===== src/rtl/reorder_buffer_pkg.sv =====
`default_nettype none
// +--------------------------------------------------------------------+
// | reorder_buffer_pkg                                                 |
// | Shared widths, id types and id/index helpers for the ROB slice.    |
// | Rev 1.0                                                            |
// +--------------------------------------------------------------------+
package reorder_buffer_pkg;

  localparam int ROB_SIZE = 16;
  localparam int ROB_ID_W = 5;
  localparam int DATA_W   = 32;
  localparam int REG_W    = 5;
  localparam int IDX_W    = $clog2(ROB_SIZE);
  localparam int CNT_W    = $clog2(ROB_SIZE + 1);

  typedef logic [ROB_ID_W-1:0] rob_id_t;
  typedef logic [DATA_W-1:0]   data_t;
  typedef logic [REG_W-1:0]    reg_pos_t;
  typedef logic [IDX_W-1:0]    rob_idx_t;
  typedef logic [CNT_W-1:0]    rob_cnt_t;

  localparam rob_id_t INVALID_ROB = '0;

  typedef struct packed {
    logic  ready;
    data_t value;
  } query_rsp_t;

  // Ids are 1-based so that 0 can mean "no producer".
  function automatic rob_id_t idx_to_id(input rob_idx_t idx);
    return rob_id_t'(idx) + rob_id_t'(1);
  endfunction

  function automatic rob_idx_t id_to_idx(input rob_id_t id);
    return rob_idx_t'(id - rob_id_t'(1));
  endfunction

  function automatic logic id_in_range(input rob_id_t id);
    return (id != INVALID_ROB) && (id <= rob_id_t'(ROB_SIZE));
  endfunction

  function automatic rob_idx_t ptr_inc(input rob_idx_t p);
    return (p == rob_idx_t'(ROB_SIZE - 1)) ? '0 : p + rob_idx_t'(1);
  endfunction

endpackage
`default_nettype wire


===== src/rtl/reorder_buffer_if.sv =====
`default_nettype none
// +--------------------------------------------------------------------+
// | reorder_buffer_if                                                  |
// | Dispatch, CDB, operand-query and retire signals of the ROB.        |
// | Rev 1.0                                                            |
// +--------------------------------------------------------------------+
interface reorder_buffer_if;
  import reorder_buffer_pkg::*;

  logic     alloc_sign_from_cmd;
  reg_pos_t rd_from_cmd;
  logic     is_store_from_cmd;
  logic     is_branch_from_cmd;
  logic     pred_taken_from_cmd;
  rob_id_t  rob_id_to_cmd;
  logic     full_to_cmd;

  logic     cdb_valid;
  rob_id_t  cdb_rob_id;
  data_t    cdb_value;
  logic     cdb_taken;
  data_t    cdb_target_pc;

  rob_id_t  query1_id;
  logic     query1_ready;
  data_t    query1_value;
  rob_id_t  query2_id;
  logic     query2_ready;
  data_t    query2_value;

  logic     commit_sign_to_reg;
  reg_pos_t rd_to_reg;
  data_t    V_to_reg;
  rob_id_t  Q_to_reg;
  logic     rollback_sign;
  data_t    rollback_pc;
  logic     store_commit_sign;
  rob_id_t  store_commit_rob_id;

  modport slave (
    input  alloc_sign_from_cmd, rd_from_cmd, is_store_from_cmd, is_branch_from_cmd,
           pred_taken_from_cmd, cdb_valid, cdb_rob_id, cdb_value, cdb_taken,
           cdb_target_pc, query1_id, query2_id,
    output rob_id_to_cmd, full_to_cmd, query1_ready, query1_value, query2_ready,
           query2_value, commit_sign_to_reg, rd_to_reg, V_to_reg, Q_to_reg,
           rollback_sign, rollback_pc, store_commit_sign, store_commit_rob_id
  );

  modport master (
    output alloc_sign_from_cmd, rd_from_cmd, is_store_from_cmd, is_branch_from_cmd,
           pred_taken_from_cmd, cdb_valid, cdb_rob_id, cdb_value, cdb_taken,
           cdb_target_pc, query1_id, query2_id,
    input  rob_id_to_cmd, full_to_cmd, query1_ready, query1_value, query2_ready,
           query2_value, commit_sign_to_reg, rd_to_reg, V_to_reg, Q_to_reg,
           rollback_sign, rollback_pc, store_commit_sign, store_commit_rob_id
  );

endinterface
`default_nettype wire


===== src/rtl/reorder_buffer.sv =====
`default_nettype none
// +--------------------------------------------------------------------+
// | reorder_buffer                                                     |
// | In-order retirement queue: alloc at tail, CDB fill, retire at head.|
// | Rev 1.0                                                            |
// +--------------------------------------------------------------------+
module reorder_buffer
  import reorder_buffer_pkg::*;
(
  input  logic             clk,
  input  logic             rst_n,
  reorder_buffer_if.slave  rob
);

  logic [ROB_SIZE-1:0] r_busy;
  logic [ROB_SIZE-1:0] r_ready;
  logic [ROB_SIZE-1:0] r_is_store;
  logic [ROB_SIZE-1:0] r_is_branch;
  logic [ROB_SIZE-1:0] r_pred_taken;
  logic [ROB_SIZE-1:0] r_taken;
  reg_pos_t            r_rd     [ROB_SIZE];
  data_t               r_value  [ROB_SIZE];
  data_t               r_target [ROB_SIZE];

  rob_idx_t r_head;
  rob_idx_t r_tail;
  rob_cnt_t r_count;

  logic     r_commit_sign;
  reg_pos_t r_rd_out;
  data_t    r_v_out;
  rob_id_t  r_q_out;
  logic     r_rollback;
  data_t    r_rollback_pc;
  logic     r_store_commit;
  rob_id_t  r_store_id;

  logic       w_full;
  logic       w_alloc;
  logic       w_cdb_live;
  logic       w_cdb_hit;
  rob_idx_t   w_cdb_idx;
  logic       w_retire;
  logic       w_mispredict;
  logic       w_flush;
  query_rsp_t w_q1;
  query_rsp_t w_q2;

  assign w_full     = (r_count == rob_cnt_t'(ROB_SIZE));
  assign w_alloc    = rob.alloc_sign_from_cmd && !w_full && !r_rollback;
  assign w_cdb_live = rob.cdb_valid && !r_rollback;
  assign w_cdb_idx  = id_to_idx(rob.cdb_rob_id);
  assign w_cdb_hit  = w_cdb_live && id_in_range(rob.cdb_rob_id) && r_busy[w_cdb_idx];

  // Readiness is the registered value, so a CDB write to the head retires one cycle later.
  assign w_retire     = r_busy[r_head] && r_ready[r_head];
  assign w_mispredict = r_is_branch[r_head] && (r_taken[r_head] != r_pred_taken[r_head]);
  assign w_flush      = w_retire && w_mispredict;

  always_ff @(posedge clk or negedge rst_n) begin
    if (!rst_n) begin
      r_busy       <= '0;
      r_ready      <= '0;
      r_is_store   <= '0;
      r_is_branch  <= '0;
      r_pred_taken <= '0;
      r_taken      <= '0;
      r_head       <= '0;
      r_tail       <= '0;
      r_count      <= '0;
    end else if (w_flush) begin
      r_busy  <= '0;
      r_ready <= '0;
      r_head  <= '0;
      r_tail  <= '0;
      r_count <= '0;
    end else begin
      if (w_alloc) begin
        r_busy[r_tail]       <= 1'b1;
        r_ready[r_tail]      <= 1'b0;
        r_is_store[r_tail]   <= rob.is_store_from_cmd;
        r_is_branch[r_tail]  <= rob.is_branch_from_cmd;
        r_pred_taken[r_tail] <= rob.pred_taken_from_cmd;
        r_tail               <= ptr_inc(r_tail);
      end
      if (w_cdb_hit) begin
        r_ready[w_cdb_idx] <= 1'b1;
        r_taken[w_cdb_idx] <= rob.cdb_taken;
      end
      if (w_retire) begin
        r_busy[r_head]  <= 1'b0;
        r_ready[r_head] <= 1'b0;
        r_head          <= ptr_inc(r_head);
      end
      case ({w_alloc, w_retire})
        2'b10:   r_count <= r_count + rob_cnt_t'(1);
        2'b01:   r_count <= r_count - rob_cnt_t'(1);
        default: r_count <= r_count;
      endcase
    end
  end

  // Payload is only read behind busy/ready, so it needs no reset.
  always_ff @(posedge clk) begin
    if (w_alloc) begin
      r_rd[r_tail] <= rob.rd_from_cmd;
    end
    if (w_cdb_hit) begin
      r_value[w_cdb_idx]  <= rob.cdb_value;
      r_target[w_cdb_idx] <= rob.cdb_target_pc;
    end
  end

  always_ff @(posedge clk or negedge rst_n) begin
    if (!rst_n) begin
      r_commit_sign  <= 1'b0;
      r_rd_out       <= '0;
      r_v_out        <= '0;
      r_q_out        <= '0;
      r_rollback     <= 1'b0;
      r_rollback_pc  <= '0;
      r_store_commit <= 1'b0;
      r_store_id     <= '0;
    end else begin
      r_commit_sign  <= w_retire && !r_is_store[r_head];
      r_store_commit <= w_retire && r_is_store[r_head];
      r_rollback     <= w_flush;
      if (w_retire && !r_is_store[r_head]) begin
        r_rd_out <= r_rd[r_head];
        r_v_out  <= r_value[r_head];
        r_q_out  <= idx_to_id(r_head);
      end
      if (w_retire && r_is_store[r_head]) begin
        r_store_id <= idx_to_id(r_head);
      end
      if (w_flush) begin
        r_rollback_pc <= r_target[r_head];
      end
    end
  end

  function automatic query_rsp_t lookup(input rob_id_t id);
    query_rsp_t rsp;
    rob_idx_t   idx;
    rsp = '0;
    idx = id_to_idx(id);
    if (id_in_range(id) && r_busy[idx]) begin
      if (w_cdb_live && (rob.cdb_rob_id == id)) begin
        rsp.ready = 1'b1;
        rsp.value = rob.cdb_value;
      end else if (r_ready[idx]) begin
        rsp.ready = 1'b1;
        rsp.value = r_value[idx];
      end
    end
    return rsp;
  endfunction

  always_comb begin
    w_q1 = '0;
    w_q2 = '0;
    w_q1 = lookup(rob.query1_id);
    w_q2 = lookup(rob.query2_id);
  end

  assign rob.rob_id_to_cmd       = idx_to_id(r_tail);
  assign rob.full_to_cmd         = w_full;
  assign rob.query1_ready        = w_q1.ready;
  assign rob.query1_value        = w_q1.value;
  assign rob.query2_ready        = w_q2.ready;
  assign rob.query2_value        = w_q2.value;
  assign rob.commit_sign_to_reg  = r_commit_sign;
  assign rob.rd_to_reg           = r_rd_out;
  assign rob.V_to_reg            = r_v_out;
  assign rob.Q_to_reg            = r_q_out;
  assign rob.rollback_sign       = r_rollback;
  assign rob.rollback_pc         = r_rollback_pc;
  assign rob.store_commit_sign   = r_store_commit;
  assign rob.store_commit_rob_id = r_store_id;

endmodule
`default_nettype wire


===== src/flat_wrapper.sv =====
// flat-port wrapper written by rule: the top's interface ports become plain ports
module reorder_buffer_flat import reorder_buffer_pkg::*;
  (clk, rst_n, rob_alloc_sign_from_cmd, rob_rd_from_cmd, rob_is_store_from_cmd, rob_is_branch_from_cmd, rob_pred_taken_from_cmd, rob_cdb_valid, rob_cdb_rob_id, rob_cdb_value, rob_cdb_taken, rob_cdb_target_pc, rob_query1_id, rob_query2_id, rob_rob_id_to_cmd, rob_full_to_cmd, rob_query1_ready, rob_query1_value, rob_query2_ready, rob_query2_value, rob_commit_sign_to_reg, rob_rd_to_reg, rob_V_to_reg, rob_Q_to_reg, rob_rollback_sign, rob_rollback_pc, rob_store_commit_sign, rob_store_commit_rob_id);
  reorder_buffer_if rob_i ();
  input  logic clk;
  input  logic rst_n;
  input wire logic [$bits(rob_i.alloc_sign_from_cmd)-1:0] rob_alloc_sign_from_cmd;
  input wire logic [$bits(rob_i.rd_from_cmd)-1:0] rob_rd_from_cmd;
  input wire logic [$bits(rob_i.is_store_from_cmd)-1:0] rob_is_store_from_cmd;
  input wire logic [$bits(rob_i.is_branch_from_cmd)-1:0] rob_is_branch_from_cmd;
  input wire logic [$bits(rob_i.pred_taken_from_cmd)-1:0] rob_pred_taken_from_cmd;
  input wire logic [$bits(rob_i.cdb_valid)-1:0] rob_cdb_valid;
  input wire logic [$bits(rob_i.cdb_rob_id)-1:0] rob_cdb_rob_id;
  input wire logic [$bits(rob_i.cdb_value)-1:0] rob_cdb_value;
  input wire logic [$bits(rob_i.cdb_taken)-1:0] rob_cdb_taken;
  input wire logic [$bits(rob_i.cdb_target_pc)-1:0] rob_cdb_target_pc;
  input wire logic [$bits(rob_i.query1_id)-1:0] rob_query1_id;
  input wire logic [$bits(rob_i.query2_id)-1:0] rob_query2_id;
  output wire logic [$bits(rob_i.rob_id_to_cmd)-1:0] rob_rob_id_to_cmd;
  output wire logic [$bits(rob_i.full_to_cmd)-1:0] rob_full_to_cmd;
  output wire logic [$bits(rob_i.query1_ready)-1:0] rob_query1_ready;
  output wire logic [$bits(rob_i.query1_value)-1:0] rob_query1_value;
  output wire logic [$bits(rob_i.query2_ready)-1:0] rob_query2_ready;
  output wire logic [$bits(rob_i.query2_value)-1:0] rob_query2_value;
  output wire logic [$bits(rob_i.commit_sign_to_reg)-1:0] rob_commit_sign_to_reg;
  output wire logic [$bits(rob_i.rd_to_reg)-1:0] rob_rd_to_reg;
  output wire logic [$bits(rob_i.V_to_reg)-1:0] rob_V_to_reg;
  output wire logic [$bits(rob_i.Q_to_reg)-1:0] rob_Q_to_reg;
  output wire logic [$bits(rob_i.rollback_sign)-1:0] rob_rollback_sign;
  output wire logic [$bits(rob_i.rollback_pc)-1:0] rob_rollback_pc;
  output wire logic [$bits(rob_i.store_commit_sign)-1:0] rob_store_commit_sign;
  output wire logic [$bits(rob_i.store_commit_rob_id)-1:0] rob_store_commit_rob_id;
  assign rob_i.alloc_sign_from_cmd = rob_alloc_sign_from_cmd;
  assign rob_i.rd_from_cmd = rob_rd_from_cmd;
  assign rob_i.is_store_from_cmd = rob_is_store_from_cmd;
  assign rob_i.is_branch_from_cmd = rob_is_branch_from_cmd;
  assign rob_i.pred_taken_from_cmd = rob_pred_taken_from_cmd;
  assign rob_i.cdb_valid = rob_cdb_valid;
  assign rob_i.cdb_rob_id = rob_cdb_rob_id;
  assign rob_i.cdb_value = rob_cdb_value;
  assign rob_i.cdb_taken = rob_cdb_taken;
  assign rob_i.cdb_target_pc = rob_cdb_target_pc;
  assign rob_i.query1_id = rob_query1_id;
  assign rob_i.query2_id = rob_query2_id;
  assign rob_rob_id_to_cmd = rob_i.rob_id_to_cmd;
  assign rob_full_to_cmd = rob_i.full_to_cmd;
  assign rob_query1_ready = rob_i.query1_ready;
  assign rob_query1_value = rob_i.query1_value;
  assign rob_query2_ready = rob_i.query2_ready;
  assign rob_query2_value = rob_i.query2_value;
  assign rob_commit_sign_to_reg = rob_i.commit_sign_to_reg;
  assign rob_rd_to_reg = rob_i.rd_to_reg;
  assign rob_V_to_reg = rob_i.V_to_reg;
  assign rob_Q_to_reg = rob_i.Q_to_reg;
  assign rob_rollback_sign = rob_i.rollback_sign;
  assign rob_rollback_pc = rob_i.rollback_pc;
  assign rob_store_commit_sign = rob_i.store_commit_sign;
  assign rob_store_commit_rob_id = rob_i.store_commit_rob_id;
  reorder_buffer u_core (.clk(clk), .rst_n(rst_n), .rob(rob_i));
endmodule

===== config.mk =====
export PLATFORM = sky130hd
export DESIGN_NAME = reorder_buffer_flat
export DESIGN_NICKNAME = d
export VERILOG_FILES = /design/src/rtl/reorder_buffer_pkg.sv /design/src/rtl/reorder_buffer_if.sv /design/src/rtl/reorder_buffer.sv /design/src/flat_wrapper.sv
export SDC_FILE = /design/constraint.sdc
export NUM_CORES = 2
export LEC_CHECK = 0
export CORE_MARGIN = 4
export CORE_UTILIZATION = 37
export CTS_BUF_LIST = sky130_fd_sc_hd__clkbuf_16
export CTS_CLUSTER_SIZE = 40
export DETAILED_ROUTE_END_ITERATION = 16
export DONT_BUFFER_PORTS = 1
export GPL_ROUTABILITY_DRIVEN = 0
export GPL_TIMING_DRIVEN = 0
export PLACE_DENSITY = 0.52
export RECOVER_POWER = 50
export SLEW_MARGIN = 20
export SYNTH_ARGS = -nofsm -noshare
export SYNTH_HDL_FRONTEND = slang
export SYNTH_SLANG_ARGS = --single-unit

===== constraint.sdc =====
create_clock -name clk -period 5.4 [get_ports clk]
set_input_delay 0.27 -clock clk [delete_from_list [all_inputs] [get_ports clk]]
set_output_delay 0.27 -clock clk [all_outputs]
set_load 0.02 [all_outputs]

Word-level counts from Yosys, hierarchy flattened --
Memory sizes are Yosys's and may differ from the RTL's. A register that Yosys moved wholly into a read port is not among the register bits. Cells that the tools add are included.
Storage, ports and cells: register bits after elaboration 122, memory bits (writable) 1104, bits of input ports 92, output and inout port bits 154, logic and storage cells 147, memories kept 3
Cells by class: add/sub/neg operators 9, magnitude comparators 11, equal/unequal tests 8, mux-type cells 60, bitwise logic cells 8, reductions and logical operators 34
Memory list:
- u_core.r_target | depth 16, width 32, rd ports 1, clocked after Yosys merged registers in 1, write ports 1, line reorder_buffer.sv:23 | data_t r_target [ROB_SIZE];
- u_core.r_value | depth 16, width 32, rd ports 3, clocked after Yosys merged registers in 1, write ports 1, line reorder_buffer.sv:22 | data_t r_value [ROB_SIZE];
- u_core.r_rd | depth 16, width 5, rd ports 1, clocked after Yosys merged registers in 1, write ports 1, line reorder_buffer.sv:21 | reg_pos_t r_rd [ROB_SIZE];
Operator list (number):
- 2-to-1 mux 33 bit | 6
- 2-to-1 mux 16 bit | 10
- bitwise mux 16 bit | 4
- bitwise AND 16 bit | 3
- binary-select mux 1 bit (select 4 bit) | 11
- NOT 16 bit | 2
- bitwise OR 16 bit | 2
- less-than comparator 4 x 5 -> 1 bit, second input constant | 5
- 2-to-1 mux 4 bit | 6
- logical AND 1 bit | 20
- 2-to-1 mux 1 bit | 18
- less-or-equal comparator 5 bit, second input constant | 3
- nonzero test 5 bit | 3
- demux 1 bit (select 4 bit) | 3
- >= comparator 4 x 1 -> 1 bit, second input constant | 3
- subtractor 4 x 1 -> 4 bit, second input constant | 3
- adder 4 x 1 -> 5 bit, second input constant | 2
- equality test 5 bit | 2
- one-hot mux 5 bit (2 select lines) | 1
- adder 4 x 1 -> 4 bit, second input constant | 2
- equality test 4 bit, second input constant | 2
- zero test 1 bit | 6
- adder 5 x 1 -> 5 bit, second input constant | 1
- equality test 5 bit, second input constant | 1
- other kinds (9) | 11

Longest topological paths before layout --
depth in word-level cells 14, depth in mapped cells 18, mapped depth without buffers 13

Least setup slack after synthesis --
OpenSTA, ideal clock, no wires.
path type input to output, start point input port rob_query1_id[0], end point output port rob_query1_value[12], arrival time 3741 ps, data required time 5130 ps, slack 1389 ps, stages 13, path buffers 7, path through clkbuf_1 -> buf_2 -> clkbuf_1 -> buf_2 -> inv_1 -> ha_1 -> clkbuf_1 -> clkbuf_1 -> clkbuf_1 -> mux4_2 -> mux4_2 -> nand2_1 -> a21oi_1
On the way: word-level cells in the longest chain between the ends 6, elaborated cells between the ends (all ways) 15, classes of those cells add/sub (1); order compare (1); eq/ne (1); mux (7); reduce/logical (4); memory (1)
RTL lines:
- start: declaration | line flat_wrapper.sv:17 | input wire logic [$bits(rob_i.query1_id)-1:0] rob_query1_id;
- subtractor 4 x 1 -> 4 bit | line reorder_buffer_pkg.sv:35 | return rob_idx_t'(id - rob_id_t'(1));
- binary-select mux 1 bit (select 4 bit) | line reorder_buffer.sv:151 | end else if (r_ready[idx]) begin
- 2-to-1 mux 1 bit (not written as such) | line reorder_buffer.sv:151
- 2-to-1 mux 33 bit | line reorder_buffer.sv:151
- 2-to-1 mux 33 bit | line reorder_buffer.sv:148 | if (w_cdb_live && (rob.cdb_rob_id == id)) begin
- 2-to-1 mux 33 bit (*) | line reorder_buffer.sv:147 | if (id_in_range(id) && r_busy[idx]) begin
- end: declaration | line flat_wrapper.sv:22 | output wire logic [$bits(rob_i.query1_value)-1:0] rob_query1_value;
Mark *: on every way between the ends. The rest lies on a longest branch, timed or not. The select of a mux whose other input is x is not followed.

Worst setup path after layout --
start point input port rob_query1_id[0], end point output port rob_query1_value[27]
The elaborated chain is that of the path after synthesis.

==> impl_metrics.ini <==
[timing]
grt_setup_unrepaired = false
timing.final.crit_share_pct = 95.8
fin_tns_setup_ps = 0
hold_viol_final = 0
tightest_slew_ps = 2780
layout_min_cycle_time_ps = 5170
final-max-slew-violation-count = 103
fmax_mhz = 193
setup_violations = 0
timing.hold.ws_ps = 94.7
clock_skew_ps = 36.1
timing.max_slew.rel_slack_pct = -85.4

[synth]
net_count_of_the_mapped_netlist = 3023
adder_cell_fraction_of_synth_area_pct = 0.440
synth-edff-count = 1104
synthesis.area_per_instance_um2 = 20.5
synthesis_warning_total = 0
largest_family_of_logic_cells_by_synthesized_area = multiplexers
sequential_share_of_the_synthesized_area_pct = 63.6
synth_compound_area_share_pct = 1.93
synth.top_cells.by_area = sky130_fd_sc_hd__edfxtp_1 (56%), sky130_fd_sc_hd__mux4_2 (27%), sky130_fd_sc_hd__dfrtp_1 (8.0%)
postSynth.topFlopCell = sky130_fd_sc_hd__edfxtp_1
synth_largest_area_cell = sky130_fd_sc_hd__edfxtp_1
synth_top_cell_area_share_pct = 55.6
yosys.area_share.simple_pct = 1.90
synth_xor_xnor_area_share_pct = 0.468
post_synth_mux_area_share_pct = 29.7
netlist_area_um2 = 59700
ys_ff_latch = 1295
post_synth_inst_count = 2910
post_synthesis_async_set_or_reset_flop_share_pct = 14.7
yosysUniqueCellTypes = 52

[setup_path]
critical_path.startpoint = rob_query1_id[0]
critPathTopFamily = buffers and inverters
worst_setup_path_endpoint = rob_query1_value[27]
worst-endpoint-arrival_ps = 4900
cp-end-kind = primary output
critical-path-max-stage-delay_ps = 640
crit_chain = clkbuf_1 > buf_2 > clkbuf_2 > buf_2 > inv_1 > ha_1 > clkbuf_2 > clkbuf_2 > mux4_2 > mux4_2 > nand2_1 > a21oi_1
worst-r2r-cell-count = 17
critical_path_required_ps = 5130
crit_path_frequent_cell = sky130_fd_sc_hd__clkbuf_2
worst_path_max_delay_cell = sky130_fd_sc_hd__ha_1
r2r_setup_slack_ps = 430
critical_path_depth = 12
crit-reg2reg-capture = u_core.r_count[4]
cp-start-kind = primary input
critPathBufInv = 7
path_class = primary input to primary output
cp_max_fo = 10
critical_path.reg2reg.startpoint = u_core.r_head[2]

[placed_design]
hpwlAfterDp_um = 127000
postPlaceCellArea_um2 = 63000
port_buffers = 0

[die]
placeableCoreArea_um2 = 160000
die_area_um2 = 168000
fp.dieW_um = 410
start_util_pct = 37.2
io_pins = 246
dieHeight_um = 410
placementRows = 147

[routing]
route.antenna.remaining_nets = 0
route.final.wire_length_um = 206000
drt_iter0_markers = 3768
detailroute.via_count = 33600
dr.pass1.iters = 6
wire_length_per_cell_um = 37.7
via_per_inst = 6.17
final_routed_drc_violation_total = 0

[clock_network]
cts.path.max_buffers = 3
cts_tree = done
clock-root-buffer = sky130_fd_sc_hd__clkbuf_16
cts.sink_count = 1295
h-tree-depth = 4
clk_pin_slew_worst_paths_ps = 70
clock_latency_of_the_later_clocked_register_in_the_worst_skew_pair_ps = 780
cts_buffers = 144

[worst_hold_path]
hold_removal_path_class = primary input to flop
hold_path_startpoint = rob_pred_taken_from_cmd

[power_and_ir_drop]
totalPowerFinal_mw = 30.5
seqPwrFrac_pct = 40.8
power_switching_mw = 9.85
p_comb_share_pct = 28.4
total_leakage_power_nw = 22.6
power_report.internal_total_mw = 20.7
power_density_nw_per_um2 = 446
vdd_ir_drop_max_mv = 0.336
share_clk_of_total_power_pct = 30.8
power.switching_fraction_pct = 32.3

[finish]
sequential_cell_area_um2 = 37900
finalNetCount = 3269
multiInputGateArea_um2 = 20700
layout_top_registers = u_core.r_target: 512 flops, u_core.r_value: 512 flops, u_core.r_rd: 80 flops
area_overhead_of_the_layout_relative_to_synthesis_pct = 14.8
num-fill-cells = 14000
layout.cells.most_common = sky130_fd_sc_hd__edfxtp_1
drive_gt1_share_pct = 37.9
final_area_um2 = 68500
layout.cells.most_common_list = sky130_fd_sc_hd__edfxtp_1 (1104), sky130_fd_sc_hd__mux4_2 (715), sky130_fd_sc_hd__dfrtp_1 (191)

[global_route]
wire_length_of_the_first_global_routing_pass_um = 282000
grt.total_usage_pct = 24.2
gr-total-overflow = 0
grt_antenna_before_repair = 20
grt_start_max_net_pins = 192
via_count_of_the_first_global_routing_pass = 35400

[status]
outcome = finished, violations left
violations_in_the_final_reports = max-capacitance violations, max-slew violations

[job]
timing.max_cap.violations = 2
[synthesized netlist by cell type, types with 3 or more instances]
cell type                  instances
sky130_fd_sc_hd__mux2_1           32
sky130_fd_sc_hd__a311oi_1         23
sky130_fd_sc_hd__a21oi_2          10
sky130_fd_sc_hd__ha_1             21
sky130_fd_sc_hd__mux2_2          111
sky130_fd_sc_hd__xnor2_1          12
sky130_fd_sc_hd__nor3b_1           4
sky130_fd_sc_hd__dfrtp_1         191
sky130_fd_sc_hd__xor2_1           18
sky130_fd_sc_hd__o21ai_0           3
sky130_fd_sc_hd__inv_1            49
sky130_fd_sc_hd__nor2b_1           5
sky130_fd_sc_hd__mux4_2          715
sky130_fd_sc_hd__buf_1            23
sky130_fd_sc_hd__nand3_1          21
sky130_fd_sc_hd__and2_1            5
sky130_fd_sc_hd__edfxtp_1       1104
sky130_fd_sc_hd__nand4_1          16
sky130_fd_sc_hd__a21boi_0         13
sky130_fd_sc_hd__and3_1            9
sky130_fd_sc_hd__a211oi_1          5
sky130_fd_sc_hd__clkbuf_1        140
sky130_fd_sc_hd__mux2i_1           3
sky130_fd_sc_hd__a21oi_1          94
sky130_fd_sc_hd__nand2_1         148
sky130_fd_sc_hd__nor3_1            4
sky130_fd_sc_hd__buf_2            51
sky130_fd_sc_hd__a221oi_2          6
sky130_fd_sc_hd__a22o_1            4
sky130_fd_sc_hd__buf_4             7
sky130_fd_sc_hd__nor4_1            3
sky130_fd_sc_hd__buf_6             5
sky130_fd_sc_hd__nor2_1           30
[what timing repair did]
item | in CTS | in global routing
cloned | 0 | 0
pin swaps | 2 | 0
buffers inserted | 5 | 0
hold endpoints to repair | 1333 | 14
setup endpoints to repair | 66 | 35
hold buffers | 75 | 1
gates resized for setup | 39 | 12
[worst min path at each step]
stage / endpoint / slack (ps) / depth (start not counted)
finish: u_core.r_pred_taken[14] / 90 / 2
global route: u_core.r_is_store[9] / 60 / 2
CTS: u_core.r_is_store[11] / 10 / 2
detailed placement: u_core.rob.V_to_reg[9] / -6 / 0
global placement: u_core.rob.V_to_reg[9] / -5 / 0
floorplan: u_core.r_busy[0] / -30 / 0
[kinds of logic after synthesis]
logic type | count (synthesis)
flops | 1295
xor+xnor | 31
fa+ha+maj | 21
mux | 861
buf+inv | 276
compound gates | 172
simple gates | 254
[final cells by class]
type | instances | area share, %
clock inverters | 122 | 1.26
inverters | 50 | 0.391
diodes | 13 | 0.0475
multi-input cells | 1339 | 30.2
flip-flops and latches | 1295 | 55.4
plain buffers | 224 | 1.55
clock buffers | 146 | 5.33
well taps | 2160 | 3.95
repair buffers | 102 | 1.91
[through the flow]
step	setup slack, ps	utilization, %	cells
finish	227	42.7	5451
global route	11.1	42.7	5444
CTS	78.2	42.6	5436
detailed placement	-1390	39.3	5089
global placement	-1340	38.9	5070
floorplan	1390	-	2910
[metal layers]
| layer | up-vias | global-route usage, % | wire length, um |
|---|---|---|---|
| li1 | 13000 | - | - |
| met1 | 18400 | 29.6 | 75400 |
| met2 | 1822 | 40.6 | 102000 |
| met3 | 429 | 7.51 | 19400 |
| met4 | 6 | 9.06 | 8260 |
| met5 | - | 0 | 41 |
[power groups by stage]
stage	Sequential [mW]	Combinational, mW	Clock (mW)
finish	12.5	8.68	9.41
detailed placement	12.7	8.49	0
CTS	12.5	8.74	9.61
global placement	12.6	8.37	0
floorplan	12.4	5.76	0
global route	12.5	9.12	10.0
(Power assumes the default switching activity.)
